$ cat config.mk
export PLATFORM = sky130hd
export DESIGN_NAME = vga_sync
export DESIGN_NICKNAME = d
export VERILOG_FILES = /design/src/rtl/vga_pkg.sv /design/src/rtl/vga_axis_counter.sv /design/src/rtl/vga_sync.sv
export SDC_FILE = /design/constraint.sdc
export NUM_CORES = 1
export LEC_CHECK = 0
export ABC_AREA = 1
export ABC_CLOCK_PERIOD_IN_PS = 1400
export CAP_MARGIN = 20
export CORE_ASPECT_RATIO = 1.1
export CORE_UTILIZATION = 47
export CTS_BUF_LIST = sky130_fd_sc_hd__clkbuf_4 sky130_fd_sc_hd__clkbuf_8
export DETAILED_ROUTE_END_ITERATION = 8
export HOLD_SLACK_MARGIN = 0.05
export PLACE_DENSITY = 0.78
export SKIP_CTS_REPAIR_TIMING = 1
export SLEW_MARGIN = 30
export SYNTH_ARGS = -nofsm -noshare
export SYNTH_HDL_FRONTEND = slang
export SYNTH_SLANG_ARGS = --single-unit
$ cat constraint.sdc
create_clock -name clk -period 1.4 [get_ports clk]
set_clock_uncertainty 0.05 [all_clocks]
set_input_delay 0.42 -clock clk [delete_from_list [all_inputs] [get_ports clk]]
set_output_delay 0.42 -clock clk [all_outputs]
set_load 0.005 [all_outputs]
$ cat src/rtl/vga_pkg.sv
// vga_pkg: constants shared by the VGA timing path and the drawing components.
//   - default 640x480@60 timing (visible / front porch / sync / back porch)
//   - derived line and frame totals
//   - 3-bit colour type and the colours the drawing components agree on
package vga_pkg;

  localparam int COUNT_W = 10;

  localparam int DEF_H_VISIBLE = 640;
  localparam int DEF_H_FRONT   = 16;
  localparam int DEF_H_SYNC    = 96;
  localparam int DEF_H_BACK    = 48;

  localparam int DEF_V_VISIBLE = 480;
  localparam int DEF_V_FRONT   = 10;
  localparam int DEF_V_SYNC    = 2;
  localparam int DEF_V_BACK    = 33;

  localparam int H_TOTAL = DEF_H_VISIBLE + DEF_H_FRONT + DEF_H_SYNC + DEF_H_BACK;
  localparam int V_TOTAL = DEF_V_VISIBLE + DEF_V_FRONT + DEF_V_SYNC + DEF_V_BACK;

  typedef logic [2:0] color_t;

  localparam color_t COLOR_BLACK   = 3'b000;
  localparam color_t COLOR_BG_LINE = 3'b001;

endpackage

$ cat src/rtl/vga_axis_counter.sv
// vga_axis_counter: one axis (pixels or lines) of the VGA raster.
//   Counts 0..TOTAL-1, where TOTAL = VISIBLE+FRONT+SYNC+BACK.
// Ports:
//   clk, reset_n   clock, asynchronous active-low reset
//   enable         pixel tick; the count only moves when it is high
//   wrap_in        advance request from the faster axis (tie high for the horizontal axis)
//   count          current position
//   wrap_out       this axis is advancing past its last position on this tick
//   sync_active    count lies inside the sync pulse window
//   visible        count lies inside the active area
module vga_axis_counter
  import vga_pkg::*;
#(
  parameter int VISIBLE = DEF_H_VISIBLE,
  parameter int FRONT   = DEF_H_FRONT,
  parameter int SYNC    = DEF_H_SYNC,
  parameter int BACK    = DEF_H_BACK
) (
  input  logic               clk,
  input  logic               reset_n,
  input  logic               enable,
  input  logic               wrap_in,
  output logic [COUNT_W-1:0] count,
  output logic               wrap_out,
  output logic               sync_active,
  output logic               visible
);

  localparam int TOTAL = VISIBLE + FRONT + SYNC + BACK;

  localparam logic [COUNT_W-1:0] LAST       = COUNT_W'(TOTAL - 1);
  localparam logic [COUNT_W-1:0] VIS_END    = COUNT_W'(VISIBLE);
  localparam logic [COUNT_W-1:0] SYNC_START = COUNT_W'(VISIBLE + FRONT);
  localparam logic [COUNT_W-1:0] SYNC_END   = COUNT_W'(VISIBLE + FRONT + SYNC);

  always_ff @(posedge clk or negedge reset_n) begin
    if (!reset_n) begin
      count <= '0;
    end else if (enable && wrap_in) begin
      count <= (count == LAST) ? '0 : count + COUNT_W'(1);
    end
  end

  // Combinational so the vertical axis sees the wrap in the same tick.
  assign wrap_out    = wrap_in && (count == LAST);
  assign sync_active = (count >= SYNC_START) && (count < SYNC_END);
  assign visible     = (count < VIS_END);

endmodule

$ cat src/rtl/vga_sync.sv
// vga_sync: raster timing generator and pixel output stage.
//   Publishes row/col to the drawing components, samples their rgb_in answer
//   one pixel later and drives the blanked colour plus active-low syncs.
// Ports:
//   clk          system clock (pixel clock, or 2x pixel clock with the divider)
//   reset_n      asynchronous active-low reset
//   rgb_in       colour for the current row/col from the drawing components
//   row, col     current line / pixel counters, straight from the registers
//   hsync, vsync active-low sync pins, registered
//   rgb          blanked colour, registered
//   frame_start  one-clk pulse on the (last,last)->(0,0) wrap
// Build option:
//   VGA_PIXEL_DIV_EN  defined: clk is twice the pixel rate and a phase
//                     register produces a tick on every second clk.
//                     undefined: every clk is a pixel tick.
module vga_sync
  import vga_pkg::*;
#(
  parameter int H_VISIBLE = DEF_H_VISIBLE,
  parameter int H_FRONT   = DEF_H_FRONT,
  parameter int H_SYNC    = DEF_H_SYNC,
  parameter int H_BACK    = DEF_H_BACK,
  parameter int V_VISIBLE = DEF_V_VISIBLE,
  parameter int V_FRONT   = DEF_V_FRONT,
  parameter int V_SYNC    = DEF_V_SYNC,
  parameter int V_BACK    = DEF_V_BACK
) (
  input  logic               clk,
  input  logic               reset_n,
  input  color_t             rgb_in,
  output logic [COUNT_W-1:0] row,
  output logic [COUNT_W-1:0] col,
  output logic               hsync,
  output logic               vsync,
  output color_t             rgb,
  output logic               frame_start
);

  logic pix_en;
  logic h_wrap, h_sync_act, h_vis;
  logic v_wrap, v_sync_act, v_vis;

`ifdef VGA_PIXEL_DIV_EN
  // Phase starts at 0 so the first tick lands on the second clk after release.
  logic phase;

  always_ff @(posedge clk or negedge reset_n) begin
    if (!reset_n) begin
      phase <= 1'b0;
    end else begin
      phase <= ~phase;
    end
  end

  assign pix_en = phase;
`else
  assign pix_en = 1'b1;
`endif

  vga_axis_counter #(
    .VISIBLE (H_VISIBLE),
    .FRONT   (H_FRONT),
    .SYNC    (H_SYNC),
    .BACK    (H_BACK)
  ) u_h_counter (
    .clk         (clk),
    .reset_n     (reset_n),
    .enable      (pix_en),
    .wrap_in     (1'b1),
    .count       (col),
    .wrap_out    (h_wrap),
    .sync_active (h_sync_act),
    .visible     (h_vis)
  );

  vga_axis_counter #(
    .VISIBLE (V_VISIBLE),
    .FRONT   (V_FRONT),
    .SYNC    (V_SYNC),
    .BACK    (V_BACK)
  ) u_v_counter (
    .clk         (clk),
    .reset_n     (reset_n),
    .enable      (pix_en),
    .wrap_in     (h_wrap),
    .count       (row),
    .wrap_out    (v_wrap),
    .sync_active (v_sync_act),
    .visible     (v_vis)
  );

  // Outputs are decoded from the pre-increment counters, so they trail
  // row/col by one tick and stay aligned with each other.
  always_ff @(posedge clk or negedge reset_n) begin
    if (!reset_n) begin
      hsync       <= 1'b1;
      vsync       <= 1'b1;
      rgb         <= COLOR_BLACK;
      frame_start <= 1'b0;
    end else begin
      // Updated every clk so the pulse is one clk wide even with the divider.
      frame_start <= pix_en && v_wrap;
      if (pix_en) begin
        hsync <= ~h_sync_act;
        vsync <= ~v_sync_act;
        rgb   <= (h_vis && v_vis) ? rgb_in : COLOR_BLACK;
      end
    end
  end

endmodule

* Word level (Yosys, flattened, before mapping) *
Index checks and enable logic that the tools add are counted.

operators by class
  add/sub/neg operators = 2
  $lt $le $gt $ge = 6
  eq/ne operators = 2
  mux-type cells = 3
  bitwise gates (word level) = 2
  reductions and logical operators = 4

operators by type and width
  operator                                                     number
  adder 10 x 1 -> 10 bit, second input constant                2
  == test 10 bit, second input constant                        2
  less-than comparator 10 bit, second input constant           2
  less-than comparator 10 x 9 -> 1 bit, second input constant  2
  two-way mux 10 bit                                           2
  >= comparator 10 bit, second input constant                  1
  >= comparator 10 x 9 -> 1 bit, second input constant         1
  logical AND 1 bit                                            4
  two-way mux 3 bit                                            1
  inverter 1 bit                                               2

storage, ports and cells
  bits in registers = 26
  input bits = 5
  output and inout bits = 26

* Longest topological paths before layout *
Gate-level depths: netlist of run 1.

  depth in word-level cells = 3
  mapped depth = 9
  mapped depth without buffers = 9

* Hierarchy *
A second synthesis of run 1 with hierarchy kept.

second synthesis, totals
  cell total of the unflattened synthesis = 179
  area total of the unflattened synthesis = 1448.9 µm²

modules (own cells, without submodules)
  module                          instances  cells each  area each (µm²)  seq. area each (µm²)
  vga_axis_counter (u_h_counter)  1          81          629.4            250.2
  vga_axis_counter (u_v_counter)  1          82          629.4            250.2
  vga_sync                        1          16          190.2            152.6

* Worst setup path after synthesis of run 1 *
OpenSTA, ideal clock, no wires.

  path type = reg-to-reg
  start = reg u_h_counter.count[0]
  end = reg u_v_counter.count[9]
  arrival time = 1.198 ns
  setup slack = 0.033 ns
  cell stages (with the launch flop) = 9
  buffers on the path = 0
  period minus slack after synthesis = 1.367 ns
  cell sequence = dfrtp_1 ha_1 nand2_2 nor2_4 inv_2 nor2_4 nand2_2 nand2_1 nor2_1

on the way
  cells in the longest elaborated chain, start to end = 1

RTL lines
  item                    RTL line                RTL
  start, declared         vga_axis_counter.sv:23  output logic [COUNT_W-1:0] count,
  start signal, assigned  vga_axis_counter.sv:40  count <= (count == LAST) ? '0 : count + COUNT_W'(1);
  == test 10 bit          vga_axis_counter.sv:45  assign wrap_out = wrap_in && (count == LAST);
  end signal, assigned    vga_axis_counter.sv:40
  end, declared           vga_axis_counter.sv:23

Every way passes these cells.
A chain may end at the register's enable or synchronous reset.

* Final worst setup path of run 1 *
Ends and elaborated chain as after synthesis.

==> impl_metrics.yaml, run 1 <==
setup_path:
  crit_type: "register to register"
  path_buf_inv: 2
  required_ns: 1.61
  arrival_ns: 1.72
  worstPathCellList: "buf_6 > ha_4 > nand2_4 > nor2_4 > inv_2 > nor2_4 > nand3_1 > nand2_1 > nor2_1"
  crit_fanout: 4
  slowest_stage: "dfrtp_1"
  crit_top_cell: "nor2_4"
  cpPeakStageDelay_ns: 0.43
  path_delay_family: "simple AND/OR/NAND/NOR gates"
  startpoint_type: "register"
  cp-end-kind: "register"
yosys:
  ys_seq_area_share_pct: 45.7
  synth_cell_types: 23
  synth_edf_count: 0
  synth_area_leaders: "dfrtp_1, nand2_1, inv_1, nor2_1, dfstp_2"
  postSynthCellCount: 174
  yosysTopAreaCell: "dfrtp_1"
  synth_seq_cells: 26
  syn_area_sq_mm: 0.00143
  async_flop_share_pct: 100
  yosys_warnings: 0
  syn_area_per_cell_sq_um: 8.20
  synthFlopType: "dfrtp_1"
  synthDominantCellAreaShare_pct: 42.1
  synth_nets: 183
cts:
  cts.clk_slew.worst_paths_ns: 0.15
  htreeDepth: 1
  numCtsBuffers: 3
  cts_root_buf: "clkbuf_4"
  clk_latency_ns: 0.34
  cts_tree: "built"
  clock_sink_count: 26
  cts_buffer_depth: 2
routing:
  routedWlPerCell_microns: 13.3
  dr_total_vias: 1394
  first_iter_violations: 38
  final_antenna_net_count: 0
  via_per_inst: 5.01
  drt-pass1-iter-count: 4
  wl_microns: 3700
  drc: 0
global_route:
  grt_pass1_vias: 1255
  overflow: 0
  grt_pass1_wl_microns: 5290
  grt_max_degree: 27
  antenna_found_initial: 0
  grt_usage_pct: 22.4
power:
  p_clk_share_pct: 40.1
  p_total_mw: 1.34
  sw_frac_of_total_pct: 20.1
  pwr-share-seq_pct: 56.6
  p_int_mw: 1.07
  power.density_mw_per_mm2: 609
  p_comb_share_pct: 3.3
  p_sw_mw: 0.269
  power.leakage_nw: 1.33
  peakVddDrop_v: 0.000621
placed_design:
  gp_congestion: 0.878
  place_hpwl_microns: 2300
  post_dp_cell_area_sq_mm: 0.00195
  portBuffers: 30
timing:
  finalSetupViolCount: 18
  min_period_ns: 1.51
  max_clock_freq_ghz: 0.663
  rsz0062_at_grt: "yes"
  min_period_over_period_pct: 108
  worstMarginPinSlew_ns: 0.271
  relSlewSlack_pct: 81.9
  fin_ws_ns: -0.109
  hold_violations: 0
  drv_slew: 0
flow_run:
  cap_violations: 0
floorplanning:
  dieArea_sq_mm: 0.00326
  die_w_microns: 54.6
  initial_utilization_pct: 50.5
  rows: 20
  dieHeight_microns: 59.8
  ios: 31
  core_area_sq_mm: 0.00283
status:
  status: "finished with violations"
  violations: "setup timing"
layout:
  drive_gt1_share_pct: 39.6
  final_nets: 255
  design_area_sq_mm: 0.00220
  final_util_pct: 77.7
  n_antenna_cell: 0
  area_delta_synth_final_pct: 53.8
min_path:
  min_path_type: "input pin to asynchronous set/reset pin"
==> path summary, 6_finish.rpt <==
path,from,to,slack (ns),cells after the start
max in group asynchronous,reset_n,vsync$_DFF_PN1_,0.70,2
min in group clk,rgb_in[2],rgb[2]$_DFF_PN0_,0.54,3
min,reset_n,u_h_counter.count[3]$_DFF_PN0_,0.36,2
max,u_h_counter.count[0]$_DFF_PN0_,u_v_counter.count[9]$_DFFE_PN0N_,-0.11,9
min reg2reg,u_h_counter.count[2]$_DFF_PN0_,u_h_counter.count[2]$_DFF_PN0_,0.56,2
max reg2reg,u_h_counter.count[0]$_DFF_PN0_,u_v_counter.count[9]$_DFFE_PN0N_,-0.11,9
==> placed cells by master, fill, tap and decap left out, types with 2 or more instances in the layout <==
cell type / count
nor2_4: 11
inv_1: 21
o21ai_1: 4
buf_4: 30
ha_4: 2
inv_2: 5
nand4_1: 7
inv_4: 2
ha_1: 2
nand2_1: 35
clkbuf_4: 3
a21oi_1: 4
nand3_1: 10
dlymetal6s2s_1: 12
nor2_1: 19
dfstp_2: 2
clkdlybuf4s50_1: 4
nor2_2: 4
clkbuf_2: 12
nand2_2: 7
buf_6: 6
xor2_1: 5
nand3_4: 2
nand2_4: 2
dfrtp_1: 23
==> power groups by stage <==
stage	clock network, mW	registers (mW)	logic (mW)
3_3_place_gp	0	0.771	0.0451
6_report	0.536	0.757	0.0442
2_1_floorplan	0	0.772	0.00341
5_1_grt	0.573	0.758	0.0493
3_5_place_dp	0	0.771	0.0467
4_1_cts	0.541	0.757	0.0467
==> flip-flops by register name, summed over array words and instances, names as in the netlist <==
| name | flops |
|---|---|
| u_h_counter.count | 10 |
| hsync | 1 |
| u_v_counter.count | 10 |
| rgb | 3 |
| frame_start | 1 |
| vsync | 1 |
==> kinds of logic after synthesis <==
logic type	Yosys count	share of synthesized area, %
flip-flops	26	45.7
AND/OR/NAND/NOR	100	36.0
AO/OA/AOI/OAI	11	4.12
XOR/XNOR	5	3.07
adder cells (fa/ha/maj)	4	3.51
buffers and inverters	28	7.54
==> through the flow <==
step / TNS (ns) / setup slack, ns / std cells / hold slack (ns)
after floorplan: 0 / 0.0327 / 174 / 0.0744
after global placement: -0.0934 / -0.0504 / 259 / 0.504
after detailed placement: -0.300 / -0.0624 / 259 / 0.523
after CTS: -8.98 / -0.453 / 263 / 0.371
after global routing: -2.74 / -0.235 / 278 / 0.354
final: -1.18 / -0.109 / 278 / 0.358
==> Yosys cell counts, types with 2 or more instances <==
library cell	instances
nand2_1	40
a21oi_1	5
nand3_1	10
nor2_2	6
o21ai_1	3
nand4_1	7
dfrtp_1	24
inv_1	26
xor2_1	5
nor2_4	4
ha_1	4
dfstp_2	2
nor2_1	23
nor3_1	2
nand3_4	2
o21ai_0	2
nand2_2	3
==> layer usage <==
| layer | up-vias | global-route usage [%] | share of wire [%] |
|---|---|---|---|
| met5 | - | 0 | 0 |
| li1 | 682 | - | - |
| met2 | 38 | 38.5 | 55 |
| met1 | 666 | 26.8 | 39 |
| met3 | 8 | 3.31 | 3.5 |
| met4 | 0 | 10.3 | 2.0 |
==> area by class of cell <==
type                    instances  area [sq um]
multi-input cells             121           769
flip-flops and latches         26           654
fillers                       169           632
repair buffers                 66           568
inverters                      28           110
well taps                      33          41.3
clock inverters                 1          30.0
clock buffers                   3          22.5
(Power assumes the default switching activity.)
==> inputs of run 2 (changes only) <==
CORE_UTILIZATION = 55   (was 47)
DONT_BUFFER_PORTS = 1   (was not set)
PLACE_DENSITY = 0.79   (was 0.78)
==> impl_metrics.yaml, run 2 (synthesized netlist as in run 1, its figures left out) <==
placed_design:
  dp.cells: 218
  place_hpwl_microns: 2220
  post_dp_cell_area_sq_mm: 0.00156
  portBuffers: 0
  post-place-ws_ns: -0.0857
  gp_congestion: 0.859
flow_run:
  cap_violations: 0
timing:
  min_period_ns: 1.49
  setup_tns_ns: -0.612
  min_period_over_period_pct: 106
  max_clock_freq_ghz: 0.672
  hold_violations: 0
  fin_ws_ns: -0.0883
  finalSetupViolCount: 11
  drv_slew: 0
  relSlewSlack_pct: 79.2
  whs_ns: 0.142
  rsz0062_at_grt: "yes"
  worstMarginPinSlew_ns: 0.312
setup_path:
  crit_fanout: 5
  reg2reg_to: "u_v_counter.count[5]$_DFFE_PN0N_"
  cp-startpoint: "u_h_counter.count[1]$_DFF_PN0_"
  slowest_stage: "dfrtp_1"
  worstPathCellList: "ha_4 > nand2_4 > nor2_4 > nand3_4 > nor2_8 > buf_4 > nand3_1 > o21ai_1"
  startpoint_type: "register"
  r2r_start: "u_h_counter.count[1]$_DFF_PN0_"
  required_ns: 1.61
  arrival_ns: 1.70
  crit_type: "register to register"
  reg2reg_depth: 8
  cp-end-kind: "register"
  reg2reg_setup_slack_ns: -0.09
  cpPeakStageDelay_ns: 0.43
floorplanning:
  ios: 31
  dieHeight_microns: 55.4
  core_area_sq_mm: 0.00247
  die_w_microns: 50.6
  initial_utilization_pct: 57.7
  rows: 19
  dieArea_sq_mm: 0.00280
global_route:
  grt_max_degree: 27
  grt_pass1_vias: 1229
  antenna_found_initial: 0
  overflow: 0
  grt_pass1_wl_microns: 5000
  grt_usage_pct: 22.9
layout:
  final_nets: 213
  final_cells: 234
  fillerInstances: 171
  design_area_sq_mm: 0.00183
  n_antenna_cell: 0
  final_common_cell: "nand2_1"
  final_cell_mix: "nand2_1, inv_1, nor2_1, dfrtp_1, buf_4"
  drive_gt1_share_pct: 34.5
  top_regs: "u_h_counter.count: 10 flops, u_v_counter.count: 10 flops, rgb: 3 flops"
  area_delta_synth_final_pct: 28.3
status:
  status: "finished with violations"
  violations: "setup timing"
routing:
  routedWlPerCell_microns: 14.2
  dr_total_vias: 1228
  wl_microns: 3320
  via_per_inst: 5.25
  drc: 0
  first_iter_violations: 39
  final_antenna_net_count: 0
  drt-pass1-iter-count: 4
cts:
  cts.clk_slew.worst_paths_ns: 0.15
  clk_latency_ns: 0.32
  clock_sink_count: 26
  cts_tree: "built"
  cts_root_buf: "clkbuf_4"
  cts_buffer_depth: 2
  htreeDepth: 1
  numCtsBuffers: 3
min_path:
  min_path_type: "input pin to register"
  timing.hold.worst_path_depth: 2
  holdPathEnd: "rgb[0]$_DFF_PN0_"
  worstHoldStart: "rgb_in[0]"
power:
  peakVddDrop_v: 0.000687
  power.leakage_nw: 0.950
  power.density_mw_per_mm2: 640
==> run 2: cell types whose count changed in the layout (fill, tap and decap cells not counted), moves of 4 or more <==
| cell | previous run | this run |
|---|---|---|
| nor2_4 | 11 | 5 |
| dlymetal6s2s_1 | 12 | 0 |
| clkbuf_2 | 12 | 0 |
| clkdlybuf4s50_1 | 4 | 0 |
| buf_4 | 30 | 13 |
| nor2_2 | 4 | 8 |
==> run 2: layout make-up <==
| cell class | count | area, sq um | share of cell area (%) |
|---|---|---|---|
| repair buffers | 25 | 249 | 13.6 |
| inverters | 28 | 113 | 6.15 |
| multi-input cells | 120 | 737 | 40.2 |
| well taps | 31 | 38.8 | 2.12 |
| flip-flops and latches | 26 | 658 | 35.9 |
| clock buffers | 4 | 36.3 | 1.98 |
==> run 2: routing by layer <==
layer	global-route usage, %	routed length, microns
met5	0	0
met4	8.73	34
met1	25.8	1300
met2	41.5	1860
met3	4.41	134
==> run 2: per-stage QoR <==
step / utilization [%] / power [mW]
finish: 74.1 / 1.17
global route: 74.1 / 1.20
floorplan: - / 0.775
CTS: 64.7 / 1.15
detailed placement: 63.3 / 0.777
global placement: 63.3 / 0.776
==> run 2: worst max path at each step <==
stage,end,slack [ns],depth (start not counted)
6_report,u_v_counter.count[5]$_DFFE_PN0N_,-0.09,8
5_1_grt,u_v_counter.count[0]$_DFFE_PN0N_,-0.15,7
4_1_cts,u_v_counter.count[7]$_DFFE_PN0N_,-0.11,9
3_5_place_dp,u_v_counter.count[7]$_DFFE_PN0N_,-0.09,9
3_3_place_gp,u_v_counter.count[7]$_DFFE_PN0N_,-0.03,9
2_1_floorplan,u_v_counter.count[9]$_DFFE_PN0N_,0.03,8
==> run 2: critical path: cells and delay by family, from the launching register on <==
| family | cells | cell delay [ns] |
|---|---|---|
| AND/OR/NAND/NOR | 5 | 0.53 |
| adder cells (fa/ha/maj) | 1 | 0.17 |
| flip-flops | 1 | 0.43 |
| AO/OA/AOI/OAI | 1 | 0.09 |
| buffers and inverters | 1 | 0.16 |
==> run 2: report_power, final <==
part / leakage, nW / switching [mW] / internal, mW
clock network: 0.0210 / 0.228 / 0.159
registers: 0.330 / 0.00276 / 0.756
logic: 0.599 / 0.0178 / 0.00944
==> inputs of run 3 (changes only) <==
ABC_CLOCK_PERIOD_IN_PS = 1700   (was 1400)
PLACE_DENSITY = 0.76   (was 0.79)
clock period = 1.7 ns   (was 1.4 ns; I/O delays follow)
==> impl_metrics.yaml, run 3 (synthesized netlist as in run 1, its figures left out) <==
timing:
  hold_violations: 0
  finalSetupViolCount: 0
  fin_ws_ns: 0.174
  relSlewSlack_pct: 80.1
  min_period_ns: 1.53
  setup_tns_ns: 0
  whs_ns: 0.219
  worstMarginPinSlew_ns: 0.299
  min_period_over_period_pct: 89.8
  max_clock_freq_ghz: 0.655
  drv_slew: 0
  rsz0062_at_grt: "no"
layout:
  n_antenna_cell: 0
  final_cell_mix: "nand2_1, inv_1, dfrtp_1, nor2_1, nand3_1"
  drive_gt1_share_pct: 16.1
  final_common_cell: "nand2_1"
  final_nets: 190
  final_util_pct: 62.9
  area_delta_synth_final_pct: 8.85
  final_cells: 211
  top_regs: "u_h_counter.count: 10 flops, u_v_counter.count: 10 flops, rgb: 3 flops"
routing:
  dr_total_vias: 1120
  wl_microns: 2620
  routedWlPerCell_microns: 12.4
  drt-pass1-iter-count: 4
  first_iter_violations: 26
  final_antenna_net_count: 0
  drc: 0
  via_per_inst: 5.31
status:
  status: "completed"
floorplanning:
  ios: 31
  rows: 19
  dieArea_sq_mm: 0.00280
  dieHeight_microns: 55.4
  initial_utilization_pct: 57.7
  die_w_microns: 50.6
  core_area_sq_mm: 0.00247
setup_path:
  cp-end-kind: "register"
  required_ns: 1.89
  slowest_stage: "dfrtp_1"
  startpoint_type: "register"
  cpPeakStageDelay_ns: 0.43
  crit_type: "register to register"
  arrival_ns: 1.71
  worstPathCellList: "ha_1 > nand2_2 > nor2_4 > inv_2 > nor2_4 > nand2_2 > nand2_1 > nor2_1"
  crit_fanout: 4
power:
  power.density_mw_per_mm2: 687
  peakVddDrop_v: 0.000552
  power.leakage_nw: 0.814
global_route:
  antenna_found_initial: 0
  grt_pass1_vias: 992
  grt_max_degree: 27
  grt_usage_pct: 19.9
  grt_pass1_wl_microns: 4220
  overflow: 0
cts:
  clk_latency_ns: 0.32
  htreeDepth: 1
  cts_buffer_depth: 2
  cts_tree: "built"
  cts.clk_slew.worst_paths_ns: 0.14
  numCtsBuffers: 3
  cts_root_buf: "clkbuf_4"
  clock_sink_count: 26
placed_design:
  dp.cells: 205
  post-place-ws_ns: 0.202
  portBuffers: 0
  gp_congestion: 0.779
  place_hpwl_microns: 1910
flow_run:
  cap_violations: 0
min_path:
  min_path_type: "input pin to register"
==> run 3: cell types whose count changed in the layout (fill, tap and decap cells not counted), moves of 2 or more <==
cell | before | now
dfrtp_1 | 20 | 24
buf_6 | 9 | 0
dfrtp_2 | 4 | 0
inv_2 | 4 | 1
inv_1 | 23 | 26
buf_4 | 13 | 0
nand2_4 | 3 | 1
nor2_1 | 20 | 23
ha_1 | 1 | 4
nand2_1 | 36 | 40
nor2_2 | 8 | 6
nand2_2 | 5 | 3
ha_4 | 2 | 0
==> run 3: cell type report <==
cell class,count,area (sq um)
Inverter,28,108
Timing Repair Buffer,2,30.0
Fill cell,210,918
Clock inverter,1,30.0
Tap cell,31,38.8
Multi-Input combinational cell,120,672
Clock buffer,3,22.5
Sequential cell,26,653
==> run 3: stage by stage <==
step	area [sq um]	power, mW
floorplan	1430	0.638
global placement	1470	0.639
detailed placement	1470	0.639
CTS	1520	1.05
global route	1550	1.10
finish	1550	1.07
==> run 3: power breakdown <==
group / total, mW / internal [mW] / switching (mW)
registers: 0.624 / 0.622 / 0.00179
clock network: 0.421 / 0.239 / 0.183
logic: 0.0218 / 0.00776 / 0.0140
==> run 3: metal layers <==
metal | GRT usage, % | share of wire (%) | vias up
li1 | - | - | 552
met1 | 22.8 | 42 | 535
met2 | 34.1 | 52 | 28
met3 | 4.96 | 4.0 | 5
met4 | 9.52 | 2.0 | 0
met5 | 0 | 0 | -
==> run 3: worst max-delay path, delay by kind of cell, from the launching register on <==
kind / cells / cell delay [ns]
adders and majority gates: 1 / 0.23
buffers and inverters: 1 / 0.07
DFF: 1 / 0.43
and+or+nand+nor: 6 / 0.66
==> run 3: worst paths after layout <==
| path | start | to | slack [ns] | cells past startpoint |
|---|---|---|---|---|
| worst min-delay path | rgb_in[1] | rgb[1]$_DFF_PN0_ | 0.22 | 2 |
| worst min register to register | u_h_counter.count[2]$_DFF_PN0_ | u_h_counter.count[2]$_DFF_PN0_ | 0.53 | 1 |
| worst max-delay path | u_h_counter.count[1]$_DFF_PN0_ | u_v_counter.count[7]$_DFFE_PN0N_ | 0.17 | 8 |
| worst max register to register | u_h_counter.count[1]$_DFF_PN0_ | u_v_counter.count[7]$_DFFE_PN0N_ | 0.17 | 8 |
| max in group asynchronous | reset_n | vsync$_DFF_PN1_ | 0.81 | 2 |
| min in group asynchronous | reset_n | u_h_counter.count[3]$_DFF_PN0_ | 0.56 | 2 |
==> variant 1: new RTL, settings of run 2 <==
The package constant `COUNT_W` goes from 10 to 14.
--- a/src/rtl/vga_pkg.sv
+++ b/src/rtl/vga_pkg.sv
@@ -6,3 +6,3 @@
 
-  localparam int COUNT_W = 10;
+  localparam int COUNT_W = 14;
 
Ports: changed (resized col and row); port bits go from 31 to 39. No check against the original RTL was run, so the function may have changed too.
==> variant 1 against run 2 <==
First-iteration DRC count rose to 2.6 times the old value. Largest cell class unchanged. Sequential share of layout area fell by 2.2 points. Power rose by 45%. Register-to-register slack improved by 0.05 ns. Wire length rose by 45%. Critical path depth fell by 6. Synthesized cell count rose by 44%. Combinational power rose by 15%. Area after synthesis rose by 35%. Largest power group unchanged. Sequential cell count rose by 8. Via count rose by 55%. The run still ends with setup timing left. Cell area rose by 39%. Setup slack got worse by 0.0026 ns. Utilization rose by 2.6 points.
==> variant 1: results (changes against run 2) <==
global_routing:
  track_usage: 0.265  # +0.0360
  grt_pass1_wl_um: 7510  # +50%
  grt_start_max_net_pins: 35  # +30%
  first_global_vias: 1797  # +46%
setup_path:
  r2r_slack_ns: -0.04  # +0.05 ns
  crit_arrival_ns: 1.02  # -0.68 ns
  crit_path_start: "u_v_counter.count[2]"
  r2r_end: "u_v_counter.count[3]"
placed_design:
  place_area_um2: 2290  # +47%
  place_inst: 336  # +54%
  finalWeightedCongestion: 0.847  # -1.3%
routing:
  viasPerCell: 5.38  # +2.6%
timing:
  setup_violations: 13  # +2
  layout_setup_ws_ns: -0.0909  # -0.00258 ns
finish:
  fillers: 230  # +35%
  finalNonFillerCells: 354  # +51%
  drive_gt1_frac: 0.291  # -0.0540
  nets: 314  # +47%
  largestRegisters: "u_h_counter.count x14, u_v_counter.count x14, rgb x3"
clock_network:
  h-tree-depth: 2  # +1
  clk_transition_reported_paths_ns: 0.10  # -0.05 ns
synthesis:
  synth_common_cells: "59 x nand2_1, 38 x nor2_1, 36 x inv_1"
  ys_top_cells_by_area: "dfrtp_1 42%, nand2_1 11%, nor2_1 7.4%"
  ys_types: 27  # +17%
power_and_ir_drop:
  ir_drop_v: 0.000511  # -26%
  p_leak_nw: 1.31  # +38%
status:
  status: "complete, but fails checks"
  violations: "setup timing"
[variant 1: worst max-delay path: stages, from the launching register on]
cell	delay [ns]
dfrtp_2	0.45
buf_6	0.14
buf_6	0.10
[variant 1: kinds of logic (layout without fill, tap and decap cells)]
family | count (synthesis) | in the layout | share of synthesized area
AND/OR/NAND/NOR | 143 | 143 | 0.330
buffers and inverters | 40 | 96 | 0.0940
flip-flops | 34 | 34 | 0.442
AO/OA/AOI/OAI | 16 | 16 | 0.0486
XOR/XNOR | 13 | 13 | 0.0590
adder cells (fa/ha/maj) | 4 | 4 | 0.0259
[variant 1: metal layers]
metal	up-vias	wire length, um	GRT usage
met3	13	311	0.0749
met1	899	1990	0.315
met2	85	2400	0.445
li1	909	-	-
met4	0	126	0.107
met5	-	0	0
[variant 1: area by class of cell]
class	count	area, um^2	area share
clock buffers	8	78.8	0.0309
repair buffers	51	459	0.180
multi-input cells	176	957	0.375
well taps	48	60.1	0.0235
inverters	37	139	0.0544
flip-flops and latches	34	861	0.337
[variant 1: worst max path at each step]
| stage | slack [ns] | end |
|---|---|---|
| finish | -0.09 | row[2] |
| global route | -0.14 | u_v_counter.count[5] |
| CTS | -0.14 | row[2] |
| detailed placement | -0.03 | u_v_counter.count[5] |
| global placement | -0.02 | u_h_counter.count[13] |
| floorplan | -0.08 | u_v_counter.count[0] |
[variant 1: metrics by stage]
stage               total power [mW]  setup TNS (ns)  hold WS [ns]
finish                          1.70          -0.365         0.129
global placement                1.01         -0.0190        0.0751
global route                    1.76           -1.97         0.113
detailed placement              1.01         -0.0951        0.0751
CTS                             1.68          -0.585        -0.306
floorplan                       1.01          -0.924        0.0744
[variant 1: where the power goes]
part / internal, mW / switching, mW / leakage (nW)
clock network: 0.343 / 0.336 / 0.0446
registers: 0.986 / 0.00195 / 0.437
logic: 0.00947 / 0.0220 / 0.828
==> variant 2: new RTL, settings of run 2 <==
Without the edit above. The output `frame_start` loses its register stage (`frame_start` becomes a continuous assignment).
--- a/src/rtl/vga_sync.sv
+++ b/src/rtl/vga_sync.sv
@@ -98,6 +98,4 @@
       rgb         <= COLOR_BLACK;
-      frame_start <= 1'b0;
     end else begin
       // Updated every clk so the pulse is one clk wide even with the divider.
-      frame_start <= pix_en && v_wrap;
       if (pix_en) begin
@@ -110,2 +108,4 @@
 
+  assign frame_start = pix_en && v_wrap;
+
 endmodule
Check against the original RTL: no difference found for any inputs over 10 cycles, from zero or initial values and one cycle with reset_n low; that may be too few to reach the edited logic, so the function may still have changed.
==> variant 2 against run 2 <==
The flow still finishes with violations (setup timing). Register-to-register slack lost 0.10 ns. Clock power shrank 9.3%. Non-clock buffer count grew 19. Sequential cell count shrank 1. Area after synthesis shrank 1.8%. Setup slack lost 0.46 ns. Sequential share of layout area shrank 3.8 points. Cell area grew 6.8%. Wire length grew 20%. Power shrank 5.6%.
==> variant 2: results (changes against run 2) <==
clock_network:
  clock-root-buffer: "clkbuf_4"
  cts_inserted_buffers: 3  # unchanged
  h-tree-depth: 1  # unchanged
  clkLatencyLatePin_ns: 0.33
  clk_path_buf_depth: 2  # unchanged
  clk_transition_reported_paths_ns: 0.13  # -0.02 ns
routing:
  firstDrtPassIters: 4  # unchanged
  viasPerCell: 5.47  # +4.3%
  drtIter0Drc: 60  # +54%
  wl_per_cell_um: 15.8  # +11%
synthesis:
  synth_most_common_cell: "nand2_1"
  ys.flop_type: "dfrtp_1"
  yosys_warnings: 0  # unchanged
  ys_async_sr_fraction: 1.00  # unchanged
  ys_top_cells_by_area: "dfrtp_1 41%, nand2_1 11%, inv_1 7.0%"
  synth_common_cells: "40 x nand2_1, 26 x inv_1, 23 x dfrtp_1, 23 x nor2_1, 10 x nand3_1"
  syn-num-nets: 182  # -0.55%
  ys_types: 23  # unchanged
  ys_seq_area_frac: 0.448  # -0.00968
status:
  violations: "setup timing"
  status: "complete, but fails checks"
timing:
  tns_ns: -2.77  # -2.16 ns
  slew_headroom: 0.812  # +0.0201
  drv_slew: 0  # unchanged
  layout_setup_ws_ns: -0.546  # -0.458 ns
  setup_violations: 21  # +10
power_and_ir_drop:
  p_leak_nw: 1.02  # +7.4%
  ir_drop_v: 0.000803  # +17%
finish:
  postLayoutCoreUtil: 0.844  # +0.103
  drive_gt1_frac: 0.405  # +0.0606
  nets: 232  # +8.9%
  num_antenna_cells: 0  # unchanged
  largestRegisters: "u_h_counter.count x10, u_v_counter.count x10, rgb x3"
  fillers: 126  # -26%
setup_path:
  crit_arrival_ns: 1.48  # -0.22 ns
  cp_top_family: "flip-flops"
  critPathMaxStageDelay_ns: 0.43  # about the same
  crit_fanout: 2  # -3
  crit_slowest_cell: "dfrtp_1"
  r2r_slack_ns: -0.19  # -0.10 ns
global_routing:
  grt_start_max_net_pins: 26  # -3.7%
  grt_pass1_wl_um: 4970  # -0.42%
  track_usage: 0.246  # +0.0173
  first_global_vias: 1150  # -6.4%
  grt_antenna_before_repair: 0  # unchanged
placed_design:
  place_area_um2: 1670  # +7.0%
  portBuffers: 0  # unchanged
  dpl.hpwl_um: 2410  # +8.3%
  finalWeightedCongestion: 0.813  # -5.3%
hold_path:
  hold_path.class: "input port to flop"
## variant 2: final timing paths
kind                                       from              endpoint  depth (start not counted)
min in group asynchronous               reset_n  u_h_counter.count[1]                          2
max in group asynchronous               reset_n                 vsync                          2
max                        u_v_counter.count[0]           frame_start                          8
min reg2reg                u_h_counter.count[5]                 hsync                          3
min                                   rgb_in[2]                rgb[2]                          2
max reg2reg                u_h_counter.count[0]  u_v_counter.count[3]                          9
## variant 2: cell families (layout without fill, tap and decap cells)
family                     count (synthesis)  after routing  synth area share
AOI/OAI and AO/OA                         11             11            0.0419
xor gates and xnor gates                   5              5            0.0312
adders and majority gates                  4              4            0.0357
buffers and inverters                     28             76            0.0767
DFF                                       25             25             0.448
and+or+nand+nor                          100            101             0.367
## variant 2: routing by layer
metal / vias up / GRT usage / part of all wire
li1: 641 / - / -
met3: 15 / 0.0519 / 0.063
met1: 648 / 0.280 / 0.38
met4: 0 / 0.0952 / 0.022
met2: 75 / 0.458 / 0.54
met5: - / 0 / 0
## variant 2: worst reg2reg max path, cell delays in order (launching register included)
cell and delay (ns):
dfrtp_1 0.38, ha_2 0.22, nand2_4 0.08, buf_6 0.13, nor2_4 0.12, nand3_4 0.13, nor2_8 0.20, inv_4 0.07
nand2_1 0.06, nand2_1 0.05
## variant 2: report_power, final
part	internal (mW)	total [mW]	switching (mW)
registers	0.727	0.729	0.00248
logic	0.00944	0.0269	0.0174
clock network	0.131	0.350	0.219
total	0.867	1.11	0.239
## variant 2: cell type report
cell class,instances,share of cell area
Multi-Input combinational cell,121,0.388
Tap cell,30,0.0192
Timing Repair Buffer,44,0.199
Inverter,28,0.0563
Clock buffer,4,0.0153
Sequential cell,25,0.322
## variant 2: stage by stage
| step | worst slack [ns] | cells | hold slack, ns |
|---|---|---|---|
| finish | -0.546 | 252 | 0.143 |
| detailed placement | -0.155 | 233 | 0.0749 |
| global route | -0.659 | 252 | 0.129 |
| global placement | -0.113 | 233 | 0.0749 |
| CTS | -0.555 | 237 | -0.290 |
| floorplan | -0.176 | 173 | 0.0744 |
